File: src/rtl/uart_pkg.sv
// ---------------------------------------------------------------------------
// uart_pkg
// Shared constants for the UART blocks: CPU op encodings, the word returned
// by a read from an empty receive buffer, and the default receive depth.
// Imported by uart_rx_fifo and by the UART transmitter/receiver.
// ---------------------------------------------------------------------------
package uart_pkg;

    // CPU-side UART operation encodings carried on UARTOp
    localparam logic [1:0] UART_OP_IDLE  = 2'b00;
    localparam logic [1:0] UART_OP_READ  = 2'b01;
    localparam logic [1:0] UART_OP_WRITE = 2'b10;

    // Word a load sees when it pops an empty receive buffer
    localparam logic [31:0] EMPTY_WORD = 32'hFFFF_FFFF;

    // Default receive buffer depth in bytes (power of two, >= 2)
    localparam int unsigned UART_RX_FIFO_DEPTH = 16;

endpackage : uart_pkg

File: src/rtl/uart_rx_fifo.sv
// ---------------------------------------------------------------------------
// uart_rx_fifo
// Receive buffer between the UART receiver and the CPU load path. Each byte
// strobed by the receiver is stored in a circular DEPTH x 8 buffer; a CPU
// read op pops the oldest byte, returned one cycle later on ReadData.
//
// Ports:
//   clk          system clock, all logic on posedge
//   rst_n        synchronous active-low reset
//   push         one-cycle "byte received" strobe from the UART receiver
//   push_data    received byte, sampled when push=1
//   UARTOp       CPU UART op; UART_OP_READ pops one byte
//   clr_overrun  one-cycle strobe clearing the sticky overrun flag
//   ReadData     registered pop result: {24'b0, byte} or EMPTY_WORD
//   pop_valid    one-cycle pulse, ReadData holds a real byte
//   count        number of stored bytes, 0..DEPTH
//   empty        count == 0
//   full         count == DEPTH
//   overrun      sticky: a byte was dropped because the buffer was full
// ---------------------------------------------------------------------------
module uart_rx_fifo
    import uart_pkg::*;
#(
    parameter int unsigned DEPTH      = UART_RX_FIFO_DEPTH,
    parameter int unsigned AW         = $clog2(DEPTH),
    parameter logic [31:0] EMPTY_WORD = uart_pkg::EMPTY_WORD
) (
    input  logic        clk,
    input  logic        rst_n,
    input  logic        push,
    input  logic [7:0]  push_data,
    input  logic [1:0]  UARTOp,
    input  logic        clr_overrun,
    output logic [31:0] ReadData,
    output logic        pop_valid,
    output logic [AW:0] count,
    output logic        empty,
    output logic        full,
    output logic        overrun
);

    localparam int unsigned CW = AW + 1;
    localparam logic [CW-1:0] FULL_COUNT = CW'(DEPTH);

    // Storage and bookkeeping registers
    logic [7:0]    r_mem [DEPTH];
    logic [AW-1:0] r_wr_ptr;
    logic [AW-1:0] r_rd_ptr;
    logic [CW-1:0] r_count;
    logic [31:0]   r_read_data;
    logic          r_pop_valid;
    logic          r_overrun;

    // Decoded handshake conditions for this edge
    logic w_empty;
    logic w_full;
    logic w_pop_req;
    logic w_pop_acc;
    logic w_push_acc;
    logic w_push_drop;

    assign w_empty   = (r_count == '0);
    assign w_full    = (r_count == FULL_COUNT);
    assign w_pop_req = (UARTOp == UART_OP_READ);
    assign w_pop_acc = w_pop_req && !w_empty;

    // A pop in the same cycle frees a slot, so a full buffer still accepts
    assign w_push_acc  = push && (!w_full || w_pop_acc);
    assign w_push_drop = push && w_full && !w_pop_acc;

    // Byte array: no reset so synthesis can map it onto distributed RAM
    always_ff @(posedge clk) begin
        if (w_push_acc) begin
            r_mem[r_wr_ptr] <= push_data;
        end
    end

    // Pointers wrap naturally since DEPTH is a power of two
    always_ff @(posedge clk) begin
        if (!rst_n) begin
            r_wr_ptr <= '0;
            r_rd_ptr <= '0;
        end else begin
            if (w_push_acc) begin
                r_wr_ptr <= r_wr_ptr + AW'(1);
            end
            if (w_pop_acc) begin
                r_rd_ptr <= r_rd_ptr + AW'(1);
            end
        end
    end

    // Occupancy: push+pop together leaves the count unchanged
    always_ff @(posedge clk) begin
        if (!rst_n) begin
            r_count <= '0;
        end else begin
            case ({w_push_acc, w_pop_acc})
                2'b10:   r_count <= r_count + CW'(1);
                2'b01:   r_count <= r_count - CW'(1);
                default: r_count <= r_count;
            endcase
        end
    end

    // Pop result: read of the old entry, so a same-cycle push is never bypassed
    always_ff @(posedge clk) begin
        if (!rst_n) begin
            r_read_data <= '0;
            r_pop_valid <= 1'b0;
        end else begin
            r_pop_valid <= w_pop_acc;
            if (w_pop_acc) begin
                r_read_data <= {24'h0, r_mem[r_rd_ptr]};
            end else if (w_pop_req) begin
                r_read_data <= EMPTY_WORD;
            end
        end
    end

    // Sticky overrun; a drop in the same cycle as a clear keeps it set
    always_ff @(posedge clk) begin
        if (!rst_n) begin
            r_overrun <= 1'b0;
        end else if (w_push_drop) begin
            r_overrun <= 1'b1;
        end else if (clr_overrun) begin
            r_overrun <= 1'b0;
        end
    end

    assign ReadData  = r_read_data;
    assign pop_valid = r_pop_valid;
    assign count     = r_count;
    assign empty     = w_empty;
    assign full      = w_full;
    assign overrun   = r_overrun;

endmodule : uart_rx_fifo

File: config.mk
export PLATFORM = sky130hd
export DESIGN_NAME = uart_rx_fifo
export DESIGN_NICKNAME = d
export VERILOG_FILES = /design/src/rtl/uart_pkg.sv /design/src/rtl/uart_rx_fifo.sv
export SDC_FILE = /design/constraint.sdc
export NUM_CORES = 1
export LEC_CHECK = 0
export ABC_AREA = 1
export CORE_ASPECT_RATIO = 1.75
export CORE_MARGIN = 5
export CORE_UTILIZATION = 45
export DETAILED_ROUTE_END_ITERATION = 12
export GPL_TIMING_DRIVEN = 0
export MAX_ROUTING_LAYER = met4
export PLACE_DENSITY_LB_ADDON = 0.05
export SETUP_SLACK_MARGIN = 0.02
export SYNTH_ARGS = -nofsm -noshare
export SYNTH_HDL_FRONTEND = slang
export SYNTH_SLANG_ARGS = --single-unit
export TNS_END_PERCENT = 50
File: constraint.sdc
create_clock -name clk -period 4.4 [get_ports clk]
set_input_delay 0.88 -clock clk [delete_from_list [all_inputs] [get_ports clk]]
set_output_delay 0.88 -clock clk [all_outputs]
set_load 0.02 [all_outputs]
==> impl_summary.txt, run 1 <==
----------------------------------------------------
[Run status]
  Result of the run ... completed

[Cells and area]
  Nets ... 668
  Ant. Diodes ... 0
  Most frequent cells in the layout ... sky130_fd_sc_hd__edfxtp_1 (128), sky130_fd_sc_hd__nor2_1 (119), sky130_fd_sc_hd__o21ai_0 (60), sky130_fd_sc_hd__clkdlybuf4s50_1 (54), sky130_fd_sc_hd__nand2_1 (39)
  Leading cell type in the layout, fill and taps excluded ... sky130_fd_sc_hd__edfxtp_1
  Share of cells above drive strength 1 ... 12.4%
  Layout overhead on the synthesized area ... 20.5%
  Final cell area excluding filler cells ... 7920 um^2

[Logic synthesis]
  Share of the synthesized area in the top cell type ... 58.5%
  Xor and xnor fraction of the mapped netlist area ... 0.133%
  Share of synthesized area spent on multiplexers ... 1.52%
  Cell type with the highest aggregate area in the netlist ... sky130_fd_sc_hd__edfxtp_1
  Top cells by area, synth ... sky130_fd_sc_hd__edfxtp_1 (59%), sky130_fd_sc_hd__dfxtp_1 (8.5%), sky130_fd_sc_hd__nor2_1 (6.8%)
  Synthesized instance count ... 574
  Adder-cell share of the synthesized area ... 1.33%
  Area of the mapped netlist ... 6570 um^2
  Combinational family with the most area after synthesis ... simple AND/OR/NAND/NOR gates
  Net count after synthesis ... 595
  Simple-gate share of the synthesized area ... 13.3%
  Post-synthesis compound-gate area fraction ... 9.85%
  Number of distinct library cells after synthesis ... 29
  Syn_area_per_cell ... 11.4 um^2
  Register area share after synthesis ... 67.0%
  Number of storage elements in the synthesis netlist ... 156
  Synth Warn # ... 0

[Global route]
  Largest net degree at the start of global routing ... 26
  Overall Global Routing Usage ... 20.4%
  Initial antenna violation count ... 0
  Residual overflow from global routing ... 0
  Via count of the first global-routing pass ... 4,408
  Wire length of the first global-routing pass ... 25,000 um

[Clock tree]
  Number of buffers added by the clock tree synthesis step ... 17
  Number of gates resized after cts ... 0
  CTS tree ... built
  Maximum clock insertion buffer count ... 2
  Sink count of the clock tree ... 156
  Hold buffer count at CTS ... 0
  Number of H-tree branching levels ... 4
  Post-CTS setup buffers ... 0
  Clock latency at the later pin of the worst-skew pair ... 420 ps
  Clock transition at the register clock pins on the worst setup and hold paths after CTS ... 60 ps
  CTS root buffer ... sky130_fd_sc_hd__clkbuf_16

[Detailed routing]
  Post-Route WL ... 16,300 um
  DR vias/cell ... 5.31
  DRC violations left ... 0
  Detail Route Antenna Nets ... 0
  Number of design-rule violations left by the first detailed-router iteration ... 305
  Routed wirelength normalized by instance count ... 19.5 um
  First-pass iteration count of the detailed router ... 5
  Number of vias after detailed routing ... 4,459

[Setup path]
  Critical path endpoint category ... output pin
  Sort of element at the start of the critical path ... flop
  Start of the worst register-to-register path ... count[0]
  Largest fanout on the critical path ... 25
  Capture point of the worst reg-to-reg path ... r_mem[3][5]
  Worst-path cell with the longest stage delay ... sky130_fd_sc_hd__dfxtp_1
  Worst-path cell chain ... buf_4 -> clkdlybuf4s50_1
  Data required time of the worst path ... 3520 ps
  Register-to-register setup slack ... 2210 ps
  Family with the most delay on the worst path ... flip-flops
  CP Buf/Inv Count ... 2
  Worst EP arrival ... 2100 ps
  Depth of the most critical reg-to-reg path ... 6
  Crit path largest cell delay ... 840 ps
  Kind of critical path ... reg -> out

[Power and ir drop]
  Static leakage power ... 2.85 nW
  Cell Pwr Density ... 446 nW/um^2
  Peak VDD IR ... 299 uV

[Die]
  Vert. Die Dim ... 170 um
  Overall die area ... 17,200 um^2
  Row count ... 58
  I/O pin count ... 55
  Starting density of the core ... 45.7%
  Core Footprint ... 14,400 um^2
  Die Wd ... 101 um

[STA]
  Max-slew headroom ... 44.9%
  Unrepaired setup endpoints after global routing ... no
  Highest clock frequency the design can meet ... 335 MHz
  Final-layout setup total negative slack ... 0 ps
  Worst-case hold slack ... 465 ps
  Clk_skew ... 10.9 ps
  Ratio of final minimum period to clock period ... 67.8%
  Transition time of the tightest slew-check pin ... 824 ps
  Final critical path time including I/O delays and setup ... 2980 ps
  Final setup vio count ... 0
  Number of hold-slack violations in the final timing report ... 0
  Number of max-slew violations in the final report ... 0

[Placement]
  Total half-perimeter wirelength after legalization and detailed placement ... 11,800 um
  IO Port Bufs ... 54
  Final weighted congestion in routability-driven placement ... 0.939
  Placement Cell Area ... 7340 um^2

[Worst hold path]
  Hold Path Stages ... 2
  Type of the most critical hold path ... reg -> reg
  Worst min-delay path endpoint ... overrun
  Hold path startpoint ... overrun

[Run]
  Max-cap violation count ... 0

----------------------------------------------------
report_power, final:
part	switching [mW]	internal [mW]
Clock	0.562	0.883
Sequential	0.0233	1.63
Combinational	0.267	0.163
Total	0.853	2.68
flip-flops by register name, summed over array words and instances (netlist names), named ones only:
signal / cells
r_rd_ptr: 4
count: 5
r_wr_ptr: 4
pop_valid: 1
r_mem: 128
ReadData: 9
overrun: 1
worst max-delay path by stage:
stage | start | to | slack, ps | depth (start not counted)
2_1_floorplan | UARTOp[0] | r_mem[11][0] | 2140 | 6
3_3_place_gp | UARTOp[0] | r_mem[4][1] | 1250 | 7
3_5_place_dp | UARTOp[0] | r_mem[4][0] | 1220 | 7
4_1_cts | ReadData[8] | ReadData[12] | 1370 | 2
5_1_grt | ReadData[8] | ReadData[19] | 1270 | 2
6_report | ReadData[8] | ReadData[12] | 1420 | 2
through the flow:
step / util (%) / instances / setup WS [ps] / total power [mW]
final: 55.1 / 839 / 1420 / 3.53
after global routing: 55.1 / 839 / 1270 / 3.65
after CTS: 55.1 / 839 / 1370 / 3.55
after detailed placement: 51.1 / 808 / 1220 / 2.12
after global placement: 51.1 / 808 / 1250 / 2.11
after floorplan: - / 574 / 2140 / 1.93
metal layers:
metal  GRT usage [%]  part of all wire [%]  vias to the layer above
met4            8.22                   2.9                        0
met5               -                     0                        -
met3            3.28                   5.0                       38
li1                -                     -                     2140
met1            22.5                    37                     2125
met2            36.1                    55                      156
worst min-delay path: stages (launching register included):
cell and delay [ps]:
sky130_fd_sc_hd__dfxtp_1 310, sky130_fd_sc_hd__nand2_1 60, sky130_fd_sc_hd__a21oi_1 50
area by class of cell:
class / count / area, um^2
Inverter: 39 / 146
Clock buffer: 19 / 433
Multi-Input combinational cell: 329 / 1710
Fill cell: 1243 / 6450
Tap cell: 180 / 225
Buffer: 50 / 305
Sequential cell: 156 / 4400
Timing Repair Buffer: 54 / 541
Clock inverter: 12 / 146
Yosys cell counts:
master,number
sky130_fd_sc_hd__o211ai_1,23
sky130_fd_sc_hd__edfxtp_1,128
sky130_fd_sc_hd__nor2_2,3
sky130_fd_sc_hd__nor2_4,2
sky130_fd_sc_hd__o21ai_1,2
sky130_fd_sc_hd__a21oi_1,8
sky130_fd_sc_hd__nand3_2,2
sky130_fd_sc_hd__a21oi_4,1
sky130_fd_sc_hd__nand2_1,39
sky130_fd_sc_hd__xnor2_1,1
sky130_fd_sc_hd__mux2i_1,10
sky130_fd_sc_hd__o21ai_0,60
sky130_fd_sc_hd__inv_1,36
sky130_fd_sc_hd__nor2_1,119
sky130_fd_sc_hd__clkbuf_1,10
sky130_fd_sc_hd__or2_2,1
sky130_fd_sc_hd__ha_1,7
sky130_fd_sc_hd__buf_4,27
sky130_fd_sc_hd__nand3_1,31
sky130_fd_sc_hd__o21a_1,1
sky130_fd_sc_hd__nor3_1,1
sky130_fd_sc_hd__buf_2,13
sky130_fd_sc_hd__inv_2,3
sky130_fd_sc_hd__o221ai_1,10
sky130_fd_sc_hd__nand4_1,4
sky130_fd_sc_hd__a211oi_2,1
sky130_fd_sc_hd__dfxtp_1,28
sky130_fd_sc_hd__nor3b_2,1
sky130_fd_sc_hd__nand2_2,2
logic make-up after synthesis:
kind of cell             count (synthesis)
AO/OA/AOI/OAI                          106
XOR/XNOR                                 1
adder cells (fa/ha/maj)                  7
buffers and inverters                   89
flip-flops                             156
multiplexers                            10
AND/OR/NAND/NOR                        205
Power figures use the tool's default switching activity.
==> inputs of run 2 (changes only) <==
clock period = 2.8 ns   (was 4.4 ns; I/O delays follow)
==> run 2 against run 1 <==
  * Combinational power rose by 57%
  * Die area did not move
  * Sequential share of layout area barely moved
  * Non-clock buffer count did not move
  * Cell area barely moved
  * Flip-flop and latch count did not move
  * Register-to-register slack got worse by 1600 ps
  * Total power rose by 57%
  * Clock power rose by 58%
  * Critical path type is now in -> reg
  * Largest cell class unchanged
==> impl_summary.txt, run 2 (synthesized netlist as in run 1, its figures left out) <==
----------------------------------------------------
[STA]
  Final setup vio count ... 0 (unchanged)
  Transition time of the tightest slew-check pin ... 825 ps (was 824 ps)
  Highest clock frequency the design can meet ... 412 MHz
  Max-slew headroom ... 44.8% (was 44.9%)
  Number of max-slew violations in the final report ... 0 (unchanged)
  Unrepaired setup endpoints after global routing ... no (unchanged)
  Clk_skew ... 10.9 ps (about the same)
  Ratio of final minimum period to clock period ... 86.6%
  Final critical path time including I/O delays and setup ... 2420 ps
  Number of hold-slack violations in the final timing report ... 0 (unchanged)

[Setup path]
  Kind of critical path ... in -> reg (was reg -> out)
  Critical path endpoint category ... flop (was output pin)
  Data required time of the worst path ... 2850 ps (was 3520 ps)
  Worst EP arrival ... 2470 ps (was 2100 ps)
  Largest fanout on the critical path ... 8 (was 25)
  Register-to-register setup slack ... 610 ps (was 2210 ps)
  Sort of element at the start of the critical path ... input pin (was flop)

[Placement]
  Placement Cell Area ... 7340 um^2 (unchanged)
  Final weighted congestion in routability-driven placement ... 0.939 (unchanged)
  Total half-perimeter wirelength after legalization and detailed placement ... 11,800 um (unchanged)
  Number of instances in the placed design ... 808 (unchanged)
  IO Port Bufs ... 54 (unchanged)

[Clock tree]
  Clock latency at the later pin of the worst-skew pair ... 420 ps (about the same)
  CTS tree ... built (unchanged)
  CTS root buffer ... sky130_fd_sc_hd__clkbuf_16 (unchanged)
  Clock transition at the register clock pins on the worst setup and hold paths after CTS ... 60 ps (about the same)
  Sink count of the clock tree ... 156 (unchanged)
  Post-CTS setup buffers ... 0 (unchanged)
  Number of buffers added by the clock tree synthesis step ... 17 (unchanged)
  Maximum clock insertion buffer count ... 2 (unchanged)
  Number of H-tree branching levels ... 4 (unchanged)

[Power and ir drop]
  Cell Pwr Density ... 701 nW/um^2 (was 446 nW/um^2)
  Static leakage power ... 2.85 nW (about the same)
  Peak VDD IR ... 469 uV (was 299 uV)

[Detailed routing]
  Routed wirelength normalized by instance count ... 19.5 um (about the same)
  DR vias/cell ... 5.32 (was 5.31)
  Number of vias after detailed routing ... 4,460 (was 4,459)
  Detail Route Antenna Nets ... 0 (unchanged)
  DRC violations left ... 0 (unchanged)
  First-pass iteration count of the detailed router ... 5 (unchanged)
  Number of design-rule violations left by the first detailed-router iteration ... 305 (unchanged)
  Post-Route WL ... 16,300 um (about the same)

[Cells and area]
  Most frequent cells in the layout ... sky130_fd_sc_hd__edfxtp_1 (128), sky130_fd_sc_hd__nor2_1 (119), sky130_fd_sc_hd__o21ai_0 (60), sky130_fd_sc_hd__clkdlybuf4s50_1 (54), sky130_fd_sc_hd__nand2_1 (39) (unchanged)
  Share of cells above drive strength 1 ... 12.6% (was 12.4%)
  Fin util ... 55.1% (about the same)
  Final cell area excluding filler cells ... 7920 um^2 (about the same)
  Nets ... 668 (unchanged)
  Ant. Diodes ... 0 (unchanged)
  Largest register by flop count ... r_mem (unchanged)
  Layout overhead on the synthesized area ... 20.5% (about the same)
  Flip-flop count of the largest register, all copies and words added ... 128 (unchanged)
  Leading cell type in the layout, fill and taps excluded ... sky130_fd_sc_hd__edfxtp_1 (unchanged)
  Non-Filler Instances ... 839 (unchanged)

[Global route]
  Largest net degree at the start of global routing ... 26 (unchanged)
  Residual overflow from global routing ... 0 (unchanged)
  Via count of the first global-routing pass ... 4,408 (unchanged)
  Wire length of the first global-routing pass ... 25,000 um (unchanged)
  Overall Global Routing Usage ... 20.4% (unchanged)
  Initial antenna violation count ... 0 (unchanged)

[Worst hold path]
  Type of the most critical hold path ... reg -> reg (unchanged)

[Die]
  Overall die area ... 17,200 um^2 (unchanged)
  Vert. Die Dim ... 170 um (unchanged)
  Starting density of the core ... 45.7% (unchanged)
  Core Footprint ... 14,400 um^2 (unchanged)
  Row count ... 58 (unchanged)
  I/O pin count ... 55 (unchanged)
  Die Wd ... 101 um (unchanged)

[Run]
  Max-cap violation count ... 0 (unchanged)

[Run status]
  Result of the run ... completed (unchanged)

----------------------------------------------------
run 2: cell count changes in the layout (fill, tap and decap cells not counted):
cell | previous run | this run
sky130_fd_sc_hd__dfxtp_1 | 28 | 27
sky130_fd_sc_hd__dfxtp_2 | 0 | 1
run 2: critical path: stages:
cell                              delay (ps)
sky130_fd_sc_hd__clkdlybuf4s50_1         450
sky130_fd_sc_hd__inv_1                    60
sky130_fd_sc_hd__nor2_4                  130
sky130_fd_sc_hd__inv_1                   100
sky130_fd_sc_hd__a21oi_4                 270
sky130_fd_sc_hd__nand2_1                 220
sky130_fd_sc_hd__nor2_1                  680
run 2: report_power, final:
part           switching, mW  total (mW)  internal, mW
Clock                  0.885        2.27          1.39
Combinational          0.420       0.675         0.255
Sequential            0.0367        2.60          2.57
Total                   1.34        5.55          4.21
run 2: repair_timing:
item | 4_1_cts | 5_1_grt
resized for setup | 0 | 1
endpoints found under the setup margin | 0 | 23
hold buffers | 0 | 0
run 2: per-layer routing:
layer	wire length (um)	global-route usage [%]	up-vias	part of all wire, %
met2	8950	36.1	156	55
li1	-	-	2140	-
met1	6100	22.5	2126	37
met5	0	-	-	0
met3	812	3.28	38	5.0
met4	478	8.22	0	2.9
run 2: worst paths after layout:
check | from | to | cells past startpoint
setup reg to reg | count[0] | r_mem[3][5] | 6
hold / removal | overrun | overrun | 2
setup / recovery | UARTOp[0] | r_mem[3][5] | 7
hold reg to reg | overrun | overrun | 2
run 2: cell type report:
cell class / instances / area (um^2)
buffer: 50 / 305
inverter: 39 / 146
clock buffer: 19 / 433
fill: 1242 / 6450
timing repair buffer: 54 / 541
clock inverter: 12 / 146
multi-input combinational: 329 / 1710
tap: 180 / 225
sequential: 156 / 4410
run 2: per-stage QoR:
| step | hold slack, ps | TNS (ps) | total power [mW] | setup slack [ps] |
|---|---|---|---|---|
| final | 465 | 0 | 5.55 | 376 |
| after global placement | 450 | -566 | 3.32 | -34.6 |
| after detailed placement | 461 | -2030 | 3.33 | -56.3 |
| after global routing | 510 | 0 | 5.74 | 259 |
| after CTS | 470 | 0 | 5.58 | 85.5 |
| after floorplan | 436 | 0 | 3.04 | 856 |
==> inputs of run 3 (changes only) <==
REMOVE_ABC_BUFFERS = 1   (was default)
SKIP_CTS_REPAIR_TIMING = 1   (was default)
==> run 3 against run 2 <==
  * The flow now finishes with violations (setup timing)
  * Critical endpoint is now r_mem[4][6]
  * Critical path depth unchanged
  * Clock power decreased by 4%
  * Wire length fell by 9.3%
  * Critical path type unchanged
  * Worst setup slack got worse by 420 ps
==> impl_summary.txt, run 3 (synthesized netlist as in run 1, its figures left out) <==
----------------------------------------------------
[STA]
  PnR worst setup slack ... -40.0 ps (was 376 ps)
  Max-slew headroom ... 34.7% (was 44.8%)
  Highest clock frequency the design can meet ... 352 MHz (was 412 MHz)
  Unrepaired setup endpoints after global routing ... yes (was no)
  Ratio of final minimum period to clock period ... 101% (was 86.6%)
  Transition time of the tightest slew-check pin ... 976 ps (was 825 ps)
  Number of max-slew violations in the final report ... 0 (unchanged)
  Final critical path time including I/O delays and setup ... 2840 ps (was 2420 ps)
  Number of hold-slack violations in the final timing report ... 0 (unchanged)
  Final setup vio count ... 8 (was 0)
  Clk_skew ... 15.9 ps (was 10.9 ps)

[Setup path]
  CP Buf/Inv Count ... 3 (unchanged)
  Kind of critical path ... in -> reg (unchanged)
  WP depth ... 7 (unchanged)
  Family with the most delay on the worst path ... simple AND/OR/NAND/NOR gates (unchanged)
  Sort of element at the start of the critical path ... input pin (unchanged)
  Register-to-register setup slack ... 380 ps (was 610 ps)
  Most repeated library cell on the critical path ... sky130_fd_sc_hd__inv_1 (unchanged)
  Largest fanout on the critical path ... 14 (was 8)
  Worst-path cell chain ... clkdlybuf4s50_1 -> inv_1 -> nor2_4 -> inv_1 -> a21oi_4 -> nand2_1 -> nor2_1 (unchanged)
  Worst-path cell with the longest stage delay ... sky130_fd_sc_hd__nor2_1 (unchanged)
  Data required time of the worst path ... 2830 ps (was 2850 ps)
  Worst EP arrival ... 2870 ps (was 2470 ps)
  Critical path endpoint category ... flop (unchanged)
  Depth of the most critical reg-to-reg path ... 8 (was 6)
  Crit path largest cell delay ... 780 ps (was 680 ps)

[Clock tree]
  CTS root buffer ... sky130_fd_sc_hd__clkbuf_16 (unchanged)
  Maximum clock insertion buffer count ... 2 (unchanged)
  Clock transition at the register clock pins on the worst setup and hold paths after CTS ... 60 ps (about the same)
  Number of H-tree branching levels ... 4 (unchanged)
  Clock latency at the later pin of the worst-skew pair ... 420 ps (about the same)
  Sink count of the clock tree ... 156 (unchanged)
  Number of buffers added by the clock tree synthesis step ... 17 (unchanged)
  CTS tree ... built (unchanged)

[Cells and area]
  Share of cells above drive strength 1 ... 10.6% (was 12.6%)
  Final cell area excluding filler cells ... 7680 um^2 (was 7920 um^2)
  Leading cell type in the layout, fill and taps excluded ... sky130_fd_sc_hd__edfxtp_1 (unchanged)
  Ant. Diodes ... 0 (unchanged)
  Largest register by flop count ... r_mem (unchanged)
  Most frequent cells in the layout ... sky130_fd_sc_hd__edfxtp_1 (128), sky130_fd_sc_hd__nor2_1 (106), sky130_fd_sc_hd__o21ai_0 (60), sky130_fd_sc_hd__clkdlybuf4s50_1 (54), sky130_fd_sc_hd__nand2_1 (39) (was sky130_fd_sc_hd__edfxtp_1 (128), sky130_fd_sc_hd__nor2_1 (119), sky130_fd_sc_hd__o21ai_0 (60), sky130_fd_sc_hd__clkdlybuf4s50_1 (54), sky130_fd_sc_hd__nand2_1 (39))
  Nets ... 620 (was 668)
  Layout overhead on the synthesized area ... 16.8% (was 20.5%)
  Flip-flop count of the largest register, all copies and words added ... 128 (unchanged)

[Die]
  Vert. Die Dim ... 170 um (unchanged)
  Die Wd ... 101 um (unchanged)
  Row count ... 58 (unchanged)
  Overall die area ... 17,200 um^2 (unchanged)
  Starting density of the core ... 45.7% (unchanged)
  I/O pin count ... 55 (unchanged)
  Core Footprint ... 14,400 um^2 (unchanged)

[Detailed routing]
  Number of vias after detailed routing ... 4,224 (was 4,460)
  Detail Route Antenna Nets ... 0 (unchanged)
  Post-Route WL ... 14,800 um (was 16,300 um)
  Number of design-rule violations left by the first detailed-router iteration ... 243 (was 305)
  DR vias/cell ... 5.33 (was 5.32)
  Wire length on met3 ... 419 um (was 812 um)
  First-pass iteration count of the detailed router ... 5 (unchanged)
  Met2 wire len ... 8050 um (was 8950 um)
  Routed wirelength normalized by instance count ... 18.7 um (was 19.5 um)
  DRC violations left ... 0 (unchanged)
  DR top layer ... met4 (unchanged)
  Routed metal-1 wire length ... 6100 um (about the same)

[Power and ir drop]
  Switching share of total power ... 25.7% (was 24.2%)
  Net switching component of the power ... 1.38 mW (was 1.34 mW)
  Combinational share of power ... 10.7% (was 12.2%)
  Cell Pwr Density ... 701 nW/um^2 (about the same)
  Seq pwr share ... 48.6% (was 46.9%)
  Final total power ... 5.38 mW (was 5.55 mW)
  Clk network pwr share ... 40.7% (was 40.9%)
  Static leakage power ... 2.68 nW (was 2.85 nW)
  Peak VDD IR ... 480 uV (was 469 uV)
  P_int ... 4.00 mW (was 4.21 mW)

[Placement]
  IO Port Bufs ... 54 (unchanged)
  Final weighted congestion in routability-driven placement ... 0.784 (was 0.939)
  Total half-perimeter wirelength after legalization and detailed placement ... 9690 um (was 11,800 um)
  Placement Cell Area ... 7070 um^2 (was 7340 um^2)

[Global route]
  Largest net degree at the start of global routing ... 55 (was 26)
  Overall Global Routing Usage ... 18.8% (was 20.4%)
  Initial antenna violation count ... 0 (unchanged)
  Residual overflow from global routing ... 0 (unchanged)
  Via count of the first global-routing pass ... 4,269 (was 4,408)
  Wire length of the first global-routing pass ... 23,300 um (was 25,000 um)

[Run status]
  Failing checks ... setup timing
  Result of the run ... finished with violations (was completed)

[Worst hold path]
  Hold Path Stages ... 2 (unchanged)
  Type of the most critical hold path ... reg -> reg (unchanged)

[Run]
  Max-cap violation count ... 0 (unchanged)

----------------------------------------------------
[run 3: changes by cell type in the layout (fill, tap and decap cells not counted), sizes merged]
cell / previous run / this run
bufinv: 3 / 0
inv: 40 / 49
buf: 40 / 2
clkinvlp: 4 / 0
clkbuf: 29 / 18
[run 3: metrics by stage]
stage	utilization [%]	TNS, ps	worst slack [ps]	instances	hold WS (ps)
after floorplan	-	-28140	-1130	524	436
after global placement	48.9	-61220	-1660	758	454
after detailed placement	49.2	-53440	-481	760	466
after CTS	53.2	-1380	-52.2	792	478
after global routing	53.4	-4450	-205	792	514
final	53.4	-284	-40.0	792	470
[run 3: final cells by class]
type	instances	area (um^2)
flip-flops and latches	156	4410
multi-input cells	329	1750
inverters	39	146
fillers	1251	6690
clock inverters	14	120
repair buffers	56	581
well taps	180	225
clock buffers	18	450
[run 3: worst paths after layout]
kind | from | endpoint
min reg2reg | overrun | overrun
max reg2reg | flop | ReadData[0]
max | UARTOp[0] | r_mem[4][6]
min | overrun | overrun
[run 3: metal layers]
metal | global-route usage, % | vias up
li1 | - | 2043
met1 | 22.3 | 2065
met2 | 31.4 | 103
met3 | 2.91 | 13
met4 | 8.33 | 0
met5 | - | -
[run 3: power by group through the flow]
| stage | sequential [mW] | clock [mW] | combinational, mW |
|---|---|---|---|
| 2_1_floorplan | 2.73 | 0 | 0.253 |
| 5_1_grt | 2.62 | 2.34 | 0.642 |
| 6_report | 2.62 | 2.19 | 0.576 |
| 3_3_place_gp | 2.69 | 0 | 0.540 |
| 3_5_place_dp | 2.67 | 0 | 0.580 |
| 4_1_cts | 2.62 | 2.24 | 0.583 |
[run 3: worst min-delay path: cells and delay by family, from the launching register on]
| kind | cells | cell delay (ps) |
|---|---|---|
| DFF | 1 | 310 |
| AOI/OAI and AO/OA | 1 | 50 |
| and+or+nand+nor | 1 | 60 |
